==> src/rtl/nes_pkg.sv <==
// Shared types and constants for the NES/SNES multi-controller poller:
// FSM state encoding, standard button bit positions and default timing.
package nes_pkg;

  typedef enum logic [2:0] {
    ST_IDLE,
    ST_LATCH,
    ST_READ,
    ST_SHIFT,
    ST_UPDATE,
    ST_GAP
  } nes_state_e;

  localparam int BTN_A      = 0;
  localparam int BTN_B      = 1;
  localparam int BTN_SELECT = 2;
  localparam int BTN_START  = 3;
  localparam int BTN_UP     = 4;
  localparam int BTN_DOWN   = 5;
  localparam int BTN_LEFT   = 6;
  localparam int BTN_RIGHT  = 7;

  localparam int DEF_N_PADS   = 2;
  localparam int DEF_BITS     = 8;
  localparam int DEF_TICK_DIV = 300;
  localparam int DEF_POLL_GAP = 2778;

  // Latch strobe width in half-bit ticks.
  localparam int LATCH_TICKS = 2;

endpackage

==> src/rtl/nes_tick_gen.sv <==
// Half-bit tick prescaler: one-cycle tick every TICK_DIV clocks, restartable
// so that every FSM state spans a whole number of ticks.
module nes_tick_gen #(
  parameter int TICK_DIV = 300
) (
  input  logic inputclk,
  input  logic reset_b,
  input  logic clear,
  output logic tick
);

  localparam int CW = $clog2(TICK_DIV);
  localparam logic [CW-1:0] LAST = CW'(TICK_DIV - 1);

  logic [CW-1:0] cnt;

  always_ff @(posedge inputclk or negedge reset_b) begin
    if (!reset_b) begin
      cnt <= '0;
    end else if (clear || cnt == LAST) begin
      cnt <= '0;
    end else begin
      cnt <= cnt + 1'b1;
    end
  end

  assign tick = (cnt == LAST);

endmodule

==> src/rtl/nes_multipad.sv <==
// Polls up to four NES/SNES pads on a shared latch/clock pair and reports
// the per-frame button state plus one-cycle press/release strobes.
module nes_multipad
  import nes_pkg::*;
#(
  parameter int N_PADS   = DEF_N_PADS,
  parameter int BITS     = DEF_BITS,
  parameter int TICK_DIV = DEF_TICK_DIV,
  parameter int POLL_GAP = DEF_POLL_GAP
) (
  input  logic                     inputclk,
  input  logic                     reset_b,
  input  logic [N_PADS-1:0]        data,
  input  logic                     poll_en,
  output logic                     clklatch,
  output logic                     clkout,
  output logic [N_PADS*BITS-1:0]   buttons,
  output logic [N_PADS*BITS-1:0]   pressed,
  output logic [N_PADS*BITS-1:0]   released,
  output logic                     frame_valid
);

  localparam int IW = $clog2(BITS);
  localparam int GW = $clog2(POLL_GAP + 2);
  localparam logic [IW-1:0] IDX_LAST   = IW'(BITS - 1);
  localparam logic [GW-1:0] GAP_LAST   = GW'(POLL_GAP - 1);
  localparam logic [GW-1:0] LATCH_LAST = GW'(LATCH_TICKS - 1);

  nes_state_e state, state_n;
  logic [IW-1:0] idx, idx_n;
  logic [GW-1:0] tcnt, tcnt_n;
  logic tick, tick_clr, sample, upd;

  logic [N_PADS-1:0] sync_p0, sync_p1;
  logic [N_PADS*BITS-1:0] shift;

  nes_tick_gen #(.TICK_DIV(TICK_DIV)) u_tick (
    .inputclk (inputclk),
    .reset_b  (reset_b),
    .clear    (tick_clr),
    .tick     (tick)
  );

  // Stage p0/p1: two-flop synchroniser, idles at "released".
  always_ff @(posedge inputclk or negedge reset_b) begin
    if (!reset_b) begin
      sync_p0 <= '1;
      sync_p1 <= '1;
    end else begin
      sync_p0 <= data;
      sync_p1 <= sync_p0;
    end
  end

  always_comb begin
    state_n = state;
    idx_n   = idx;
    tcnt_n  = tcnt;
    sample  = 1'b0;
    upd     = 1'b0;
    case (state)
      ST_IDLE: if (tick && poll_en) state_n = ST_LATCH;
      ST_LATCH: begin
        idx_n = '0;
        if (tick) begin
          if (tcnt == LATCH_LAST) state_n = ST_READ;
          else                    tcnt_n  = tcnt + 1'b1;
        end
      end
      ST_READ: if (tick) begin
        sample  = 1'b1;
        state_n = (idx == IDX_LAST) ? ST_UPDATE : ST_SHIFT;
      end
      ST_SHIFT: if (tick) begin
        idx_n   = idx + 1'b1;
        state_n = ST_READ;
      end
      ST_UPDATE: begin
        upd     = 1'b1;
        state_n = ST_GAP;
      end
      ST_GAP: if (tick) begin
        if (tcnt == GAP_LAST) state_n = poll_en ? ST_LATCH : ST_IDLE;
        else                  tcnt_n  = tcnt + 1'b1;
      end
      default: state_n = ST_IDLE;
    endcase
    // The UPDATE->GAP step is off-tick, so restarting the prescaler here
    // keeps GAP aligned to whole ticks.
    tick_clr = (state_n != state);
    if (tick_clr) tcnt_n = '0;
  end

  always_ff @(posedge inputclk or negedge reset_b) begin
    if (!reset_b) begin
      state    <= ST_IDLE;
      idx      <= '0;
      tcnt     <= '0;
      clklatch <= 1'b0;
      clkout   <= 1'b0;
    end else begin
      state    <= state_n;
      idx      <= idx_n;
      tcnt     <= tcnt_n;
      clklatch <= (state_n == ST_LATCH);
      clkout   <= (state_n == ST_SHIFT);
    end
  end

  // Stage p2: capture each pad's current bit at the end of READ.
  always_ff @(posedge inputclk or negedge reset_b) begin
    if (!reset_b) begin
      shift <= '0;
    end else begin
      for (int p = 0; p < N_PADS; p++) begin
        for (int b = 0; b < BITS; b++) begin
          if (sample && idx == IW'(b)) shift[p*BITS + b] <= sync_p1[p];
        end
      end
    end
  end

  // Output stage: pads are active-low, so invert into the published state.
  always_ff @(posedge inputclk or negedge reset_b) begin
    if (!reset_b) begin
      buttons     <= '0;
      pressed     <= '0;
      released    <= '0;
      frame_valid <= 1'b0;
    end else if (upd) begin
      buttons     <= ~shift;
      pressed     <= ~shift & ~buttons;
      released    <= shift & buttons;
      frame_valid <= 1'b1;
    end else begin
      pressed     <= '0;
      released    <= '0;
      frame_valid <= 1'b0;
    end
  end

endmodule

==> config.mk <==
export PLATFORM = sky130hd
export DESIGN_NAME = nes_multipad
export DESIGN_NICKNAME = d
export VERILOG_FILES = /design/src/rtl/nes_pkg.sv /design/src/rtl/nes_tick_gen.sv /design/src/rtl/nes_multipad.sv
export SDC_FILE = /design/constraint.sdc
export NUM_CORES = 1
export LEC_CHECK = 0
export ABC_AREA = 1
export CAP_MARGIN = 20
export CORE_MARGIN = 2
export CORE_UTILIZATION = 45
export CTS_BUF_LIST = sky130_fd_sc_hd__clkbuf_16
export DETAILED_ROUTE_END_ITERATION = 7
export GPL_TIMING_DRIVEN = 0
export PLACE_DENSITY = 0.68
export RECOVER_POWER = 25
export SYNTH_ARGS = -nofsm -noshare
export SYNTH_HDL_FRONTEND = slang
export SYNTH_SLANG_ARGS = --single-unit
==> constraint.sdc <==
create_clock -name inputclk -period 2 [get_ports inputclk]
set_input_delay 0.5 -clock inputclk [delete_from_list [all_inputs] [get_ports inputclk]]
set_output_delay 0.5 -clock inputclk [all_outputs]
set_load 0.02 [all_outputs]
After elaboration in Yosys (flattened, before gate mapping)
Cells that the tools add are included.
{ "totals": {"register_bits": 98, "in_bits": 5, "elab_cells": 91} }
{ "op_classes": {"addsub": 3, "n_eq_ne": 23, "muxes": 25, "bitwise_logic": 4, "n_reduce_logical": 16} }
{ "ops": {"columns": ["op", "n"], "rows": [
  ["$mux 12", 5],
  ["$and 16x16->16", 2],
  ["$mux 16", 2],
  ["$not 16->16", 2],
  ["$mux 3", 9],
  ["$pmux 12 s2", 1],
  ["$eq 3x3->1 const B", 6],
  ["$pmux 3 s6", 1],
  ["$eq 3x2->1 const B", 5],
  ["$add 12x1->12 const B", 1],
  ["$eq 12x1->1 const B", 1],
  ["$eq 12x12->1 const B", 1],
  ["$ne 3x2->1 const B", 4],
  ["$add 9x1->9 const B", 1],
  ["$eq 3x1->1 const B", 3],
  ["$eq 9x9->1 const B", 1],
  ["$logic_and 1x1->1", 9],
  ["$mux 9", 1],
  ["$logic_not 3->1", 2],
  ["$pmux 3 s2", 1],
  ["$mux 1", 5],
  ["$reduce_and 5->1", 1],
  ["$add 3x1->3 const B", 1],
  ["$ne 3x3->1", 1],
  ["other kinds (5)", 5]
]} }

Depth between registers and ports, before layout
Gate-level depths: netlist of the first run.
{ "logic_depth": {"word_depth": 7, "mapped_depth": 14, "depth_no_buf": 13} }

Cells and area by module
A second synthesis of the first run with hierarchy kept.
{ "hier_totals": {"cells_unflattened": 477, "area_unflattened_um2": 4246.6} }
{ "by_module_without_submodules": {"columns": ["mod", "instances", "cells_each", "area_per_inst_um2", "seq_area_each_um2"], "rows": [
  ["nes_multipad", 1, 401, 3726.1, 2232.1],
  ["nes_tick_gen", 1, 76, 520.5, 225.2]
]} }

Worst setup path after synthesis of the first run
OpenSTA, ideal clock, no wires.
{ "synth_timing": {"path_kind": "input to register", "from": "in u_tick.cnt[0]", "to": "reg tcnt[6]", "setup_ps": 122, "arrival_ps": 1652, "required_ps": 1878, "path_slack_ps": 227, "cell_stages": 12, "n_path_buf": 1, "path_cell_list": "dfrtp_1 -> ha_1 -> nand2_2 -> nor2_4 -> nand2_4 -> nor2_2 -> nor2_2 -> nor2_4 -> nand4_2 -> nand3_4 -> buf_12 -> nor2_4"} }
{ "synth_via": {"elab_chain_cells": 7, "word_cells_on_any_way": 16, "classes_between": "eq/ne: 6; mux: 7; reduce/logical: 3"} }
{ "synth_lines": {"columns": ["item", "line", "source"], "rows": [
  ["start, declared", "nes_tick_gen.sv:15", "logic [CW-1:0] cnt;"],
  ["$eq 9x9->1 *", "nes_tick_gen.sv:27", "assign tick = (cnt == LAST);"],
  ["$logic_and 1x1->1", "nes_multipad.sv:62", "ST_IDLE: if (tick && poll_en) state_n = ST_LATCH;"],
  ["$mux 3", "nes_multipad.sv:62", null],
  ["$pmux 3 s6", "nes_multipad.sv:61", "case (state)"],
  ["$ne 3x3->1", "nes_multipad.sv:90", "tick_clr = (state_n != state);"],
  ["$ne 3x2->1 (no line) / $reduce_bool 3->1 (equally long branches)", null, null],
  ["$reduce_and 5->1 (no line)", null, null],
  ["end signal, assigned", "nes_multipad.sv:104", "tcnt <= tcnt_n;"],
  ["end, declared", "nes_multipad.sv:31", "logic [GW-1:0] tcnt, tcnt_n;"]
]} }
Every way passes the cells marked *; elsewhere a longest branch is shown, timed or not.
A chain may end at the register's enable or synchronous reset.

Worst setup path after layout of the first run
{ "layout_timing": {"from": "in u_tick.cnt[0]", "to": "reg tcnt[3]"} }
{ "layout_via": {"elab_chain_cells": 7, "word_cells_on_any_way": 16, "classes_between": "eq/ne: 6; mux: 7; reduce/logical: 3"} }
{ "layout_lines": {"columns": ["item", "line", "source"], "rows": [
  ["$eq 9x9->1 *", "nes_tick_gen.sv:27", null],
  ["$logic_and 1x1->1", "nes_multipad.sv:62", null],
  ["$mux 3", "nes_multipad.sv:62", null],
  ["$pmux 3 s6 *", "nes_multipad.sv:61", null],
  ["net state_n[0]", "nes_multipad.sv:29", "nes_state_e state, state_n;"],
  ["$ne 3x3->1 *", "nes_multipad.sv:90", null],
  ["$ne 3x2->1 (no line) / $reduce_bool 3->1 (equally long branches)", null, null],
  ["$reduce_and 5->1 (no line)", null, null]
]} }
The timed path passes the listed nets; every way through them passes the cells marked *.

==> results by group, run 1 <==
Routing
  • Detailed Routing Iterations Pass 1: 4
  • Routed length per instance: 11.9 um
  • Post-route DRC: 0
  • Routed Antenna Nets: 0
  • DR iter-0 viols: 87
  • Via count: 3,025
  • Routed vias/inst: around 4.7
  • Final wirelength: 7700 um

Cells and area
  • ANT cells: 0
  • Most frequent cells in the layout: dfrtp_1, nand2_1, inv_1, clkdlybuf4s50_1, nor2_1
  • Fillcell total: 772
  • Most common cell after layout, fill and taps aside: dfrtp_1
  • Syn-to-layout area delta: 27.7%
  • Fin cells: 647
  • Post-layout util: 59.4%
  • Share of cells above drive strength 1: 17.2%
  • Nets@finish: 527

STA
  • Max-slew violation count: 0
  • Final setup viols: 0
  • RSZ-0062 raised after global routing: true
  • Fin crit share: 95.2%
  • Min Clock Period, post-route: 1.90 ns
  • Max Clk Rate: roughly 520 MHz
  • Tightest Pin Transition: 1.06 ns
  • Worst Skew: 0.00729 ns
  • Final hold viol count: 0
  • Slew margin rel.: 29.6%

Power
  • Reg power frac: 51.1%
  • Switching share of power: a little over 20%
  • Comb pwr share: 1.4%
  • Sw Pwr: 784 uW
  • Int Pwr: roughly 3100 uW
  • VDD IR max: between 0.0004 and 0.0005 V
  • Clock share of power: 47.5%
  • Leak: 0.00245 uW
  • Power per cell area: 709 nW/um2

Logic synthesis
  • Async SR Flop Fraction: 100%
  • Syn Nets: 453
  • Synth cell types: 34
  • Synth Area per Inst: 9.80 um2
  • Flops & latches, synth: a little under 100
  • Seq/Total Area, Yosys: 57.1%
  • Mapped Cells: between 400 and 500
  • Synthesized cell area: 4300 um2
  • EDFF count, synth: 0
  • Yosys warnings: 0
  • Synth Flop Type: dfrtp_1

Clock tree
  • CTS tree: built
  • Worst-Skew Late Latency: 0.34 ns
  • H-Tree Depth: 3
  • CTS sink count: 98
  • CTS Buffer Depth: 2
  • Total CTS buffers: 9
  • Clock root buffer: clkbuf_16
  • Reg clk slew, reported paths: 0.07 ns
  • CTS Hold Bufs: 0

Worst setup path
  • CP max-delay cell: dfrtp_1
  • Largest stage delay, worst path: 0.40 ns
  • Setup CP Type: flop to flop
  • Critical Path RT: 2.27 ns
  • Worst path bufs/invs: 1
  • Crit. End Element: flop
  • CP Cell Sequence: ha_4 -> nand2_4 -> nor2_4 -> nand2_4 -> a21oi_2 -> nand2_2 -> nor2_4 -> nand3_4 -> nand2_4 -> nand3_4 -> clkbuf_16 -> nor2_4
  • CP startpoint kind: flop
  • Worst endpoint data arrival time: 2.18 ns
  • Cell family with most CP delay: simple AND/OR/NAND/NOR gates
  • CP max FO: 7

Floorplanning
  • Initial Util: 46.5%
  • Die area: 10,400 um2
  • Die height: between 100 and 150 um
  • Io pins: 56
  • Die X: 102 um
  • # rows: 35
  • Core ar.: 9240 um2

GRT
  • Initial antenna violation count: 0
  • Number of global-route vias before repair: 2,864
  • Overflow after GRT: 0
  • Largest net degree at the start of global routing: 58
  • First-pass GRT wire length: between 10,000 and 15,000 um
  • Total GRT Usage: between 15 and 20%

Placement
  • Dpl cells: 624
  • DP HPWL: 5510 um
  • Gp weighted congestion: 0.813
  • PortBufs: 55

Status
  • Status: completed

Min path
  • Min-Delay Path Class: input pin to async pin

Run
  • Max-cap violations: 0
## registers in the layout, indices dropped and copies added, names as in the netlist
register / flops
clklatch: 1
u_tick.cnt: 9
released: 16
state: 3
frame_valid: 1
idx: 3
pressed: 16
tcnt: 12
clkout: 1
sync_p1: 2
shift: 16
buttons: 16
sync_p0: 2
## power by group through the flow
stage	registers (uW)	clock network [uW]	logic [uW]
after floorplan	2030	0	2.68
after global placement	2030	0	51.2
after detailed placement	2030	0	59.0
after CTS	1990	1910	58.8
after global routing	1990	2010	65.2
final	1990	1850	53.6
## layer usage
layer  routed length [um]  part of all wire [%]  GRT usage (%)
met1                 3410                    44           21.7
met3                  373                   4.8           3.59
met2                 3850                    50           27.0
met5                    0                     0              0
met4                   61                  0.79           5.61
## cell usage after synthesis (2+ instances only)
cell type / n / area, um2
a21oi_1: 2 / 10.0
clkbuf_1: 5 / 18.8
dfrtp_1: 94 / 2350
dfstp_2: 4 / 105
ha_1: 9 / 113
inv_1: 52 / 195
inv_2: 7 / 26.3
nand2_1: 74 / 278
nand2_2: 7 / 43.8
nand2_4: 3 / 33.8
nand3_1: 24 / 120
nand3_4: 2 / 35.0
nand3b_1: 4 / 30.0
nand4_1: 4 / 25.0
nor2_1: 40 / 150
nor2_2: 14 / 87.6
nor2_4: 14 / 158
nor3_1: 17 / 85.1
o21ai_0: 36 / 180
xor2_1: 13 / 114
## timing repair
action,in CTS,in global routing
resized for setup,0,15
setup endpoints to repair,0,20
setup buffers,0,6
## cell families (layout without fill, tap and decap cells)
logic type,count (synthesis),in the layout,synth area share [%]
AO/OA/AOI/OAI,42,42,5.30
XOR/XNOR,13,13,2.65
adder cells (fa/ha/maj),9,9,2.62
buffers and inverters,67,146,6.26
flip-flops,98,98,57.1
AND/OR/NAND/NOR,210,210,26.0
## cell type report
type                            count  area, um2  area share, %
Sequential cell                    98       2460           44.7
Buffer                              7       47.5          0.866
Tap cell                          129        161           2.94
Clock inverter                      7        103           1.87
Timing Repair Buffer               63        643           11.7
Inverter                           60        225           4.10
Multi-Input combinational cell    274       1630           29.7
Clock buffer                        9        225           4.10
## path summary, 6_finish.rpt
kind	start	end	slack, ns	depth (start not counted)
min reg2reg	sync_p0[1]$_DFF_PN1_	sync_p1[1]$_DFF_PN1_	0.36	0
min	reset_b	pressed[14]$_DFF_PN0_	0.34	1
max	u_tick.cnt[0]$_DFF_PN0_	tcnt[3]$_DFFE_PN0P_	0.1	12
max reg2reg	u_tick.cnt[0]$_DFF_PN0_	tcnt[3]$_DFFE_PN0P_	0.1	12
max in group asynchronous	reset_b	sync_p0[0]$_DFF_PN1_	0.80	2
min in group inputclk	sync_p0[1]$_DFF_PN1_	sync_p1[1]$_DFF_PN1_	0.36	0
## through the flow
stage	setup slack, ns	area (um2)	hold WS (ns)	total power (uW)	TNS, ns
3_5_place_dp	0.0471	5040	0.347	2090	0
3_3_place_gp	-3.07	5010	0.348	2080	-295.33
4_1_cts	0.0384	5370	0.152	3960	0
6_report	0.0951	5490	0.341	3890	0
5_1_grt	-0.0134	5490	0.362	4060	-0.0762
2_1_floorplan	0.227	4300	0.204	2030	0
(Power assumes the default switching activity.)
==> run 2: changes to the inputs <==
--- a/config.mk
+++ b/config.mk
@@ -8,11 +8,11 @@
 export ABC_AREA = 1
 export CAP_MARGIN = 20
 export CORE_MARGIN = 2
-export CORE_UTILIZATION = 45
+export CORE_UTILIZATION = 50
 export CTS_BUF_LIST = sky130_fd_sc_hd__clkbuf_16
 export DETAILED_ROUTE_END_ITERATION = 7
 export GPL_TIMING_DRIVEN = 0
-export PLACE_DENSITY = 0.68
+export PLACE_DENSITY = 0.77
 export RECOVER_POWER = 25
 export SYNTH_ARGS = -nofsm -noshare
 export SYNTH_HDL_FRONTEND = slang
==> constraint.sdc (replaced) <==
create_clock -name inputclk -period 1.6 [get_ports inputclk]
set_input_delay 0.4 -clock inputclk [delete_from_list [all_inputs] [get_ports inputclk]]
set_output_delay 0.4 -clock inputclk [all_outputs]
set_load 0.02 [all_outputs]
==> run 2 against run 1 <==
  * The flow now finishes with violations (negative setup slack)
  * Global-route usage is 4.6 points higher
  * Register-to-register slack worse by 0.37 ns
  * Highest routed layer unchanged
  * Clock power is 9.7% higher
  * Die area is 9.6% lower
  * Largest cell class unchanged
  * Critical path type unchanged
==> results by group, run 2 (same netlist as run 1, synthesis figures left out) <==
Routing
  • Routed length per instance: 14.8 um (+24%)
  • Detailed Routing Iterations Pass 1: 4 (unchanged)
  • Final wirelength: 9450 um (+23%)
  • Via count: 3,313 (+9.5%)
  • M1 WL: 3730 um (+9.2%)
  • Top routing layer used: met4
  • Post-route DRC: 0 (unchanged)
  • DR iter-0 viols: 100 (+15%)
  • Metal2 WL: 5020 um (+30%)
  • Routed vias/inst: 5.19 (+11%)
  • DR WL met3: 382 um (+2.4%)
  • Routed Antenna Nets: 0 (unchanged)

Placement
  • Dpl cells: 600 (-3.8%)
  • Gp weighted congestion: 0.789 (-3.0%)
  • PortBufs: 55 (unchanged)
  • DP HPWL: 5850 um (+6.2%)

Worst setup path
  • Reg2reg start: u_tick.cnt[0]$_DFF_PN0_
  • CP startpoint kind: flop
  • Worst setup path start: u_tick.cnt[0]$_DFF_PN0_
  • Crit. End Element: flop
  • Worst endpoint data arrival time: 2.16 ns (-0.02 ns)
  • Reg2reg end: tcnt[4]$_DFFE_PN0P_
  • Critical Path RT: 1.88 ns (-0.39 ns)
  • R2R setup slack: -0.28 ns (-0.37 ns)
  • CP max FO: 6 (-1)
  • Setup CP Type: flop to flop
  • R2r worst-path depth: 12 (unchanged)
  • CP endpoint: tcnt[4]$_DFFE_PN0P_

Clock tree
  • CTS tree: built
  • CTS Buffer Depth: 2 (unchanged)
  • CTS Hold Bufs: 0 (unchanged)
  • CTS sink count: 98 (unchanged)
  • H-Tree Depth: 3 (unchanged)
  • Worst-Skew Late Latency: 0.34 ns (about the same)
  • Total CTS buffers: 9 (unchanged)
  • Clock root buffer: clkbuf_16
  • Reg clk slew, reported paths: 0.07 ns (about the same)

Power
  • Int Pwr: 3560 uW (+14%)
  • Sw Pwr: 1020 uW (+30%)
  • Switching share of power: 22.2% (+2.1 points)
  • Reg power frac: 54.3% (+3.2 points)
  • Clock share of power: 44.3% (-3.2 points)
  • Comb pwr share: 1.4% (about the same)
  • Power per cell area: 799 nW/um2 (+13%)
  • Leak: 0.00278 uW (+14%)
  • VDD IR max: 0.000567 V (+40%)

Floorplanning
  • Io pins: 56 (unchanged)
  • Die X: 96.7 um (-4.9%)
  • Core ar.: 8260 um2 (-11%)
  • Die area: 9360 um2 (-9.6%)
  • Die height: 96.7 um (-4.9%)
  • Initial Util: 52.1% (+5.5 points)
  • # rows: 33 (-5.7%)

Cells and area
  • Most common cell after layout, fill and taps aside: dfrtp_1
  • Syn-to-layout area delta: 33.1%
  • Most frequent cells in the layout: dfrtp_1, nand2_1, dlygate4sd2_1
  • ANT cells: 0 (unchanged)
  • Nets@finish: 543 (+3.0%)
  • Fin cells: 638 (-1.4%)
  • Share of cells above drive strength 1: 27.4% (+10 points)

Run
  • Max-cap violations: 0 (unchanged)

STA
  • Fin crit share: 117% (+22 points)
  • Final hold viol count: 0 (unchanged)
  • Worst Skew: 0.00599 ns (-0.00130 ns)
  • Max Clk Rate: 532 MHz (+1.4%)
  • Final setup viols: 24 (+24)
  • Slew margin rel.: 42.6% (+13 points)
  • Setup ws final: -0.278 ns (-0.373 ns)
  • Min Clock Period, post-route: 1.88 ns (-0.0267 ns)
  • RSZ-0062 raised after global routing: true
  • Final setup TNS: -5.69 ns (-5.69 ns)
  • Max-slew violation count: 0 (unchanged)
  • Tightest Pin Transition: 0.861 ns (-0.194 ns)

GRT
  • Number of global-route vias before repair: 3,428 (+20%)
  • First-pass GRT wire length: 15,900 um (+20%)
  • Largest net degree at the start of global routing: 62 (+6.9%)
  • Initial antenna violation count: 0 (unchanged)
  • Total GRT Usage: 21.0% (+4.6 points)
  • Overflow after GRT: 0 (unchanged)

Status
  • Failing checks: negative setup slack
  • Status: finished with violations

Min path
  • Min-Delay Path Class: input pin to async pin
==> run 2: what timing repair did <==
action	4_1_cts	5_1_grt
gates resized for setup	90	56
hold endpoints to repair	0	0
pin swaps	15	11
endpoints found under the setup margin	120	66
gates cloned	2	0
buffers inserted	18	4
==> run 2: worst min path at each step <==
stage / endpoint / slack [ns] / cells after the start
6_report: pressed[11]$_DFF_PN0_ / 0.16 / 1
5_1_grt: buttons[11]$_DFFE_PN0P_ / 0.24 / 1
4_1_cts: pressed[11]$_DFF_PN0_ / 0.03 / 1
3_5_place_dp: sync_p1[0]$_DFF_PN1_ / 0.35 / 0
3_3_place_gp: sync_p1[0]$_DFF_PN1_ / 0.35 / 0
2_1_floorplan: buttons[0]$_DFFE_PN0P_ / 0.10 / 0
==> run 2: final cells by class <==
class	instances	area, um2
fillers	594	2530
flip-flops and latches	98	2460
multi-input cells	275	1850
repair buffers	78	714
clock buffers	9	225
inverters	60	225
well taps	105	131
plain buffers	7	60.1
clock inverters	6	51.3
==> run 2: per-layer routing <==
metal	vias up	track usage (%)
li1	1572	-
met3	29	4.77
met2	91	35.8
met1	1621	24.8
met5	-	0
met4	0	11.2
==> run 2: worst max-delay path, cell delays in order (launching register included) <==
cell     delay, ns
dfrtp_1       0.40
ha_4          0.17
nand2_4       0.06
nor2_4        0.10
nand2_4       0.11
a21oi_2       0.15
nand2_2       0.08
nor2_4        0.15
nand3_4       0.11
nand2_4       0.09
nand3_4       0.14
buf_16        0.19
nor2_4        0.07
==> run 2: power groups by stage <==
stage	clock [uW]	combinational [uW]	sequential, uW
after floorplan	0	3.35	2530
after global placement	0	63.4	2530
after detailed placement	0	72.6	2530
after CTS	2050	72.5	2490
after global routing	2180	74.6	2480
final	2030	61.8	2490
==> run 2: through the flow <==
stage / total power [uW] / hold slack (ns) / cell area, um2 / worst slack (ns) / util [%]
floorplan: 2540 / 0.104 / 4310 / -0.136 / -
CTS: 4610 / 0.0255 / 5560 / -0.223 / 67.3
detailed placement: 2610 / 0.349 / 5020 / -0.336 / 60.8
global placement: 2600 / 0.347 / 4990 / -3.34 / 60.5
finish: 4580 / 0.160 / 5720 / -0.278 / 69.3
global route: 4740 / 0.243 / 5720 / -0.403 / 69.3
==> run 3: changes to the inputs <==
--- a/config.mk
+++ b/config.mk
@@ -7,7 +7,7 @@
 export LEC_CHECK = 0
 export ABC_AREA = 1
 export CAP_MARGIN = 20
-export CORE_MARGIN = 2
+export CORE_MARGIN = 4
 export CORE_UTILIZATION = 50
 export CTS_BUF_LIST = sky130_fd_sc_hd__clkbuf_16
 export DETAILED_ROUTE_END_ITERATION = 7
==> run 3 against run 2 <==
  * The run still ends with negative setup slack left
  * Power increased by 0.67%
  * Cell area is 1.1% lower
  * Routed wire length shrank 6.4%
==> results by group, run 3 (same netlist as run 1, synthesis figures left out) <==
Clock tree
  • Reg clk slew, reported paths: 0.07 ns (about the same)
  • CTS tree: built
  • Total CTS buffers: 9 (unchanged)
  • CTS Buffer Depth: 2 (unchanged)
  • CTS Hold Bufs: 0 (unchanged)
  • CTS sink count: 98 (unchanged)
  • H-Tree Depth: 3 (unchanged)
  • Worst-Skew Late Latency: 0.34 ns (about the same)
  • Clock root buffer: clkbuf_16

Placement
  • DP HPWL: 5780 um (-1.1%)
  • Dpl ws: -0.337 ns (-0.000796 ns)
  • PortBufs: 55 (unchanged)
  • Placed inst area: 5020 um2 (unchanged)
  • Gp weighted congestion: 0.843 (+6.9%)

Cells and area
  • Nets@finish: 550 (+1.3%)
  • Most common cell after layout, fill and taps aside: dfrtp_1
  • Most frequent cells in the layout: dfrtp_1, nand2_1, dlygate4sd2_1
  • ANT cells: 0 (unchanged)
  • Syn-to-layout area delta: 31.6%
  • Final Instance Area: 5660 um2 (-1.1%)
  • Fillcell total: 625 (+5.2%)
  • Share of cells above drive strength 1: 26.2% (-1.1 points)

Worst setup path
  • CP Cell Sequence: ha_4 -> nand2_4 -> nor2_4 -> nand2_4 -> a21oi_4 -> nand2_2 -> nor2_4 -> nand3_4 -> nand2_4 -> nand3_4 -> buf_16 -> nor2_4
  • Setup CP Type: flop to flop
  • CP max-delay cell: dfrtp_1
  • CP max FO: 7 (+1)
  • Critical Path RT: 1.87 ns (about the same)
  • CP startpoint kind: flop
  • Crit. End Element: flop
  • Worst endpoint data arrival time: 2.14 ns (-0.02 ns)
  • Largest stage delay, worst path: 0.39 ns (about the same)

Power
  • VDD IR max: 0.000609 V (+7.5%)
  • Leak: 0.00279 uW (+0.52%)
  • Power per cell area: 814 nW/um2 (+1.8%)

GRT
  • Overflow after GRT: 0 (unchanged)
  • Initial antenna violation count: 0 (unchanged)
  • Number of global-route vias before repair: 3,007 (-12%)
  • Largest net degree at the start of global routing: 59 (-4.8%)
  • Total GRT Usage: 18.1% (-2.9 points)
  • First-pass GRT wire length: 14,600 um (-7.9%)

STA
  • Max-slew violation count: 0 (unchanged)
  • Fin crit share: 117% (-0.48 points)
  • Min Clock Period, post-route: 1.87 ns (-0.00765 ns)
  • Worst Skew: 0.00786 ns (+0.00187 ns)
  • Setup ws final: -0.271 ns (+0.00765 ns)
  • Final setup viols: 24 (unchanged)
  • Max Clk Rate: 535 MHz (+0.41%)
  • Final hold viol count: 0 (unchanged)
  • Tightest Pin Transition: 0.986 ns (+0.125 ns)
  • Slew margin rel.: 34.3% (-8.3 points)
  • Final setup TNS: -5.25 ns (+0.437 ns)
  • Hold WS: 0.212 ns (+0.0516 ns)
  • RSZ-0062 raised after global routing: true

Routing
  • Post-route DRC: 0 (unchanged)
  • DR iter-0 viols: 102 (+2.0%)
  • Detailed Routing Iterations Pass 1: 4 (unchanged)
  • Routed length per instance: 13.7 um (-7.6%)
  • Via count: 3,268 (-1.4%)
  • Routed vias/inst: 5.06 (-2.6%)
  • Final wirelength: 8840 um (-6.4%)
  • Routed Antenna Nets: 0 (unchanged)

Floorplanning
  • Die area: 10,100 um2 (+8.4%)
  • Die height: 101 um (+4.1%)
  • Initial Util: 51.8% (-0.26 points)
  • # rows: 33 (unchanged)
  • Core ar.: 8300 um2 (+0.50%)
  • Io pins: 56 (unchanged)
  • Die X: 101 um (+4.1%)

Min path
  • Min-Delay Path Class: input pin to async pin

Status
  • Status: finished with violations
  • Failing checks: negative setup slack

Run
  • Max-cap violations: 0 (unchanged)
[run 3: changes by cell type in the layout (fill, tap and decap cells not counted), sizes merged]
cell      previous run  this run
buf                 28        35
clkinv               2         4
clkinvlp             3         1
inv                 61        62
[run 3: report_power, final]
group / switching [uW] / internal (uW) / total [uW]
Sequential: 1.14 / 2480 / 2490
Combinational: 51.5 / 9.04 / 60.6
Clock: 975 / 1080 / 2060
[run 3: layout make-up]
| type | count | area [um2] | area share (%) |
|---|---|---|---|
| clock inverters | 7 | 61.3 | 1.08 |
| multi-input cells | 275 | 1760 | 31.1 |
| well taps | 105 | 131 | 2.32 |
| clock buffers | 9 | 225 | 3.98 |
| repair buffers | 86 | 746 | 13.2 |
| plain buffers | 6 | 50.0 | 0.884 |
| flip-flops and latches | 98 | 2460 | 43.5 |
| inverters | 60 | 225 | 3.98 |
[run 3: worst paths after layout]
path / from / cells past startpoint / to / slack, ns
max in group asynchronous: reset_b / 2 / tcnt[6]$_DFFE_PN0P_ / 0.34
worst max register to register: u_tick.cnt[0]$_DFF_PN0_ / 12 / tcnt[6]$_DFFE_PN0P_ / -0.27
worst min-delay path: reset_b / 1 / released[10]$_DFF_PN0_ / 0.21
worst max-delay path: u_tick.cnt[0]$_DFF_PN0_ / 12 / tcnt[6]$_DFFE_PN0P_ / -0.27
min in group inputclk: sync_p0[0]$_DFF_PN1_ / 0 / sync_p1[0]$_DFF_PN1_ / 0.36
worst min register to register: sync_p0[0]$_DFF_PN1_ / 0 / sync_p1[0]$_DFF_PN1_ / 0.36
[run 3: critical path: cells and delay by family, from the launching register on]
kind / cells / cell delay, ns
flops: 1 / 0.39
buf+inv: 1 / 0.19
simple gates: 9 / 0.89
compound gates: 1 / 0.14
fa+ha+maj: 1 / 0.17
[run 3: repair_timing]
| item | in CTS | in global routing |
|---|---|---|
| setup buffers | 17 | 12 |
| setup endpoints to repair | 116 | 80 |
| cloned | 2 | 0 |
| resized for setup | 77 | 28 |
| pin swaps | 14 | 11 |
[run 3: stage by stage]
step | power, uW | std cells | util (%)
after floorplan | 2540 | 439 | -
after global placement | 2600 | 599 | 60.2
after detailed placement | 2610 | 600 | 60.5
after CTS | 4650 | 635 | 66.3
after global routing | 4780 | 646 | 68.2
final | 4610 | 646 | 68.2
[run 3: metal layers]
layer	share of wire [%]	track usage (%)	vias to the layer above
met5	0	0	-
met4	2.0	5.28	0
met1	42	23.8	1576
li1	-	-	1586
met3	4.6	3.67	19
met2	52	30.5	87
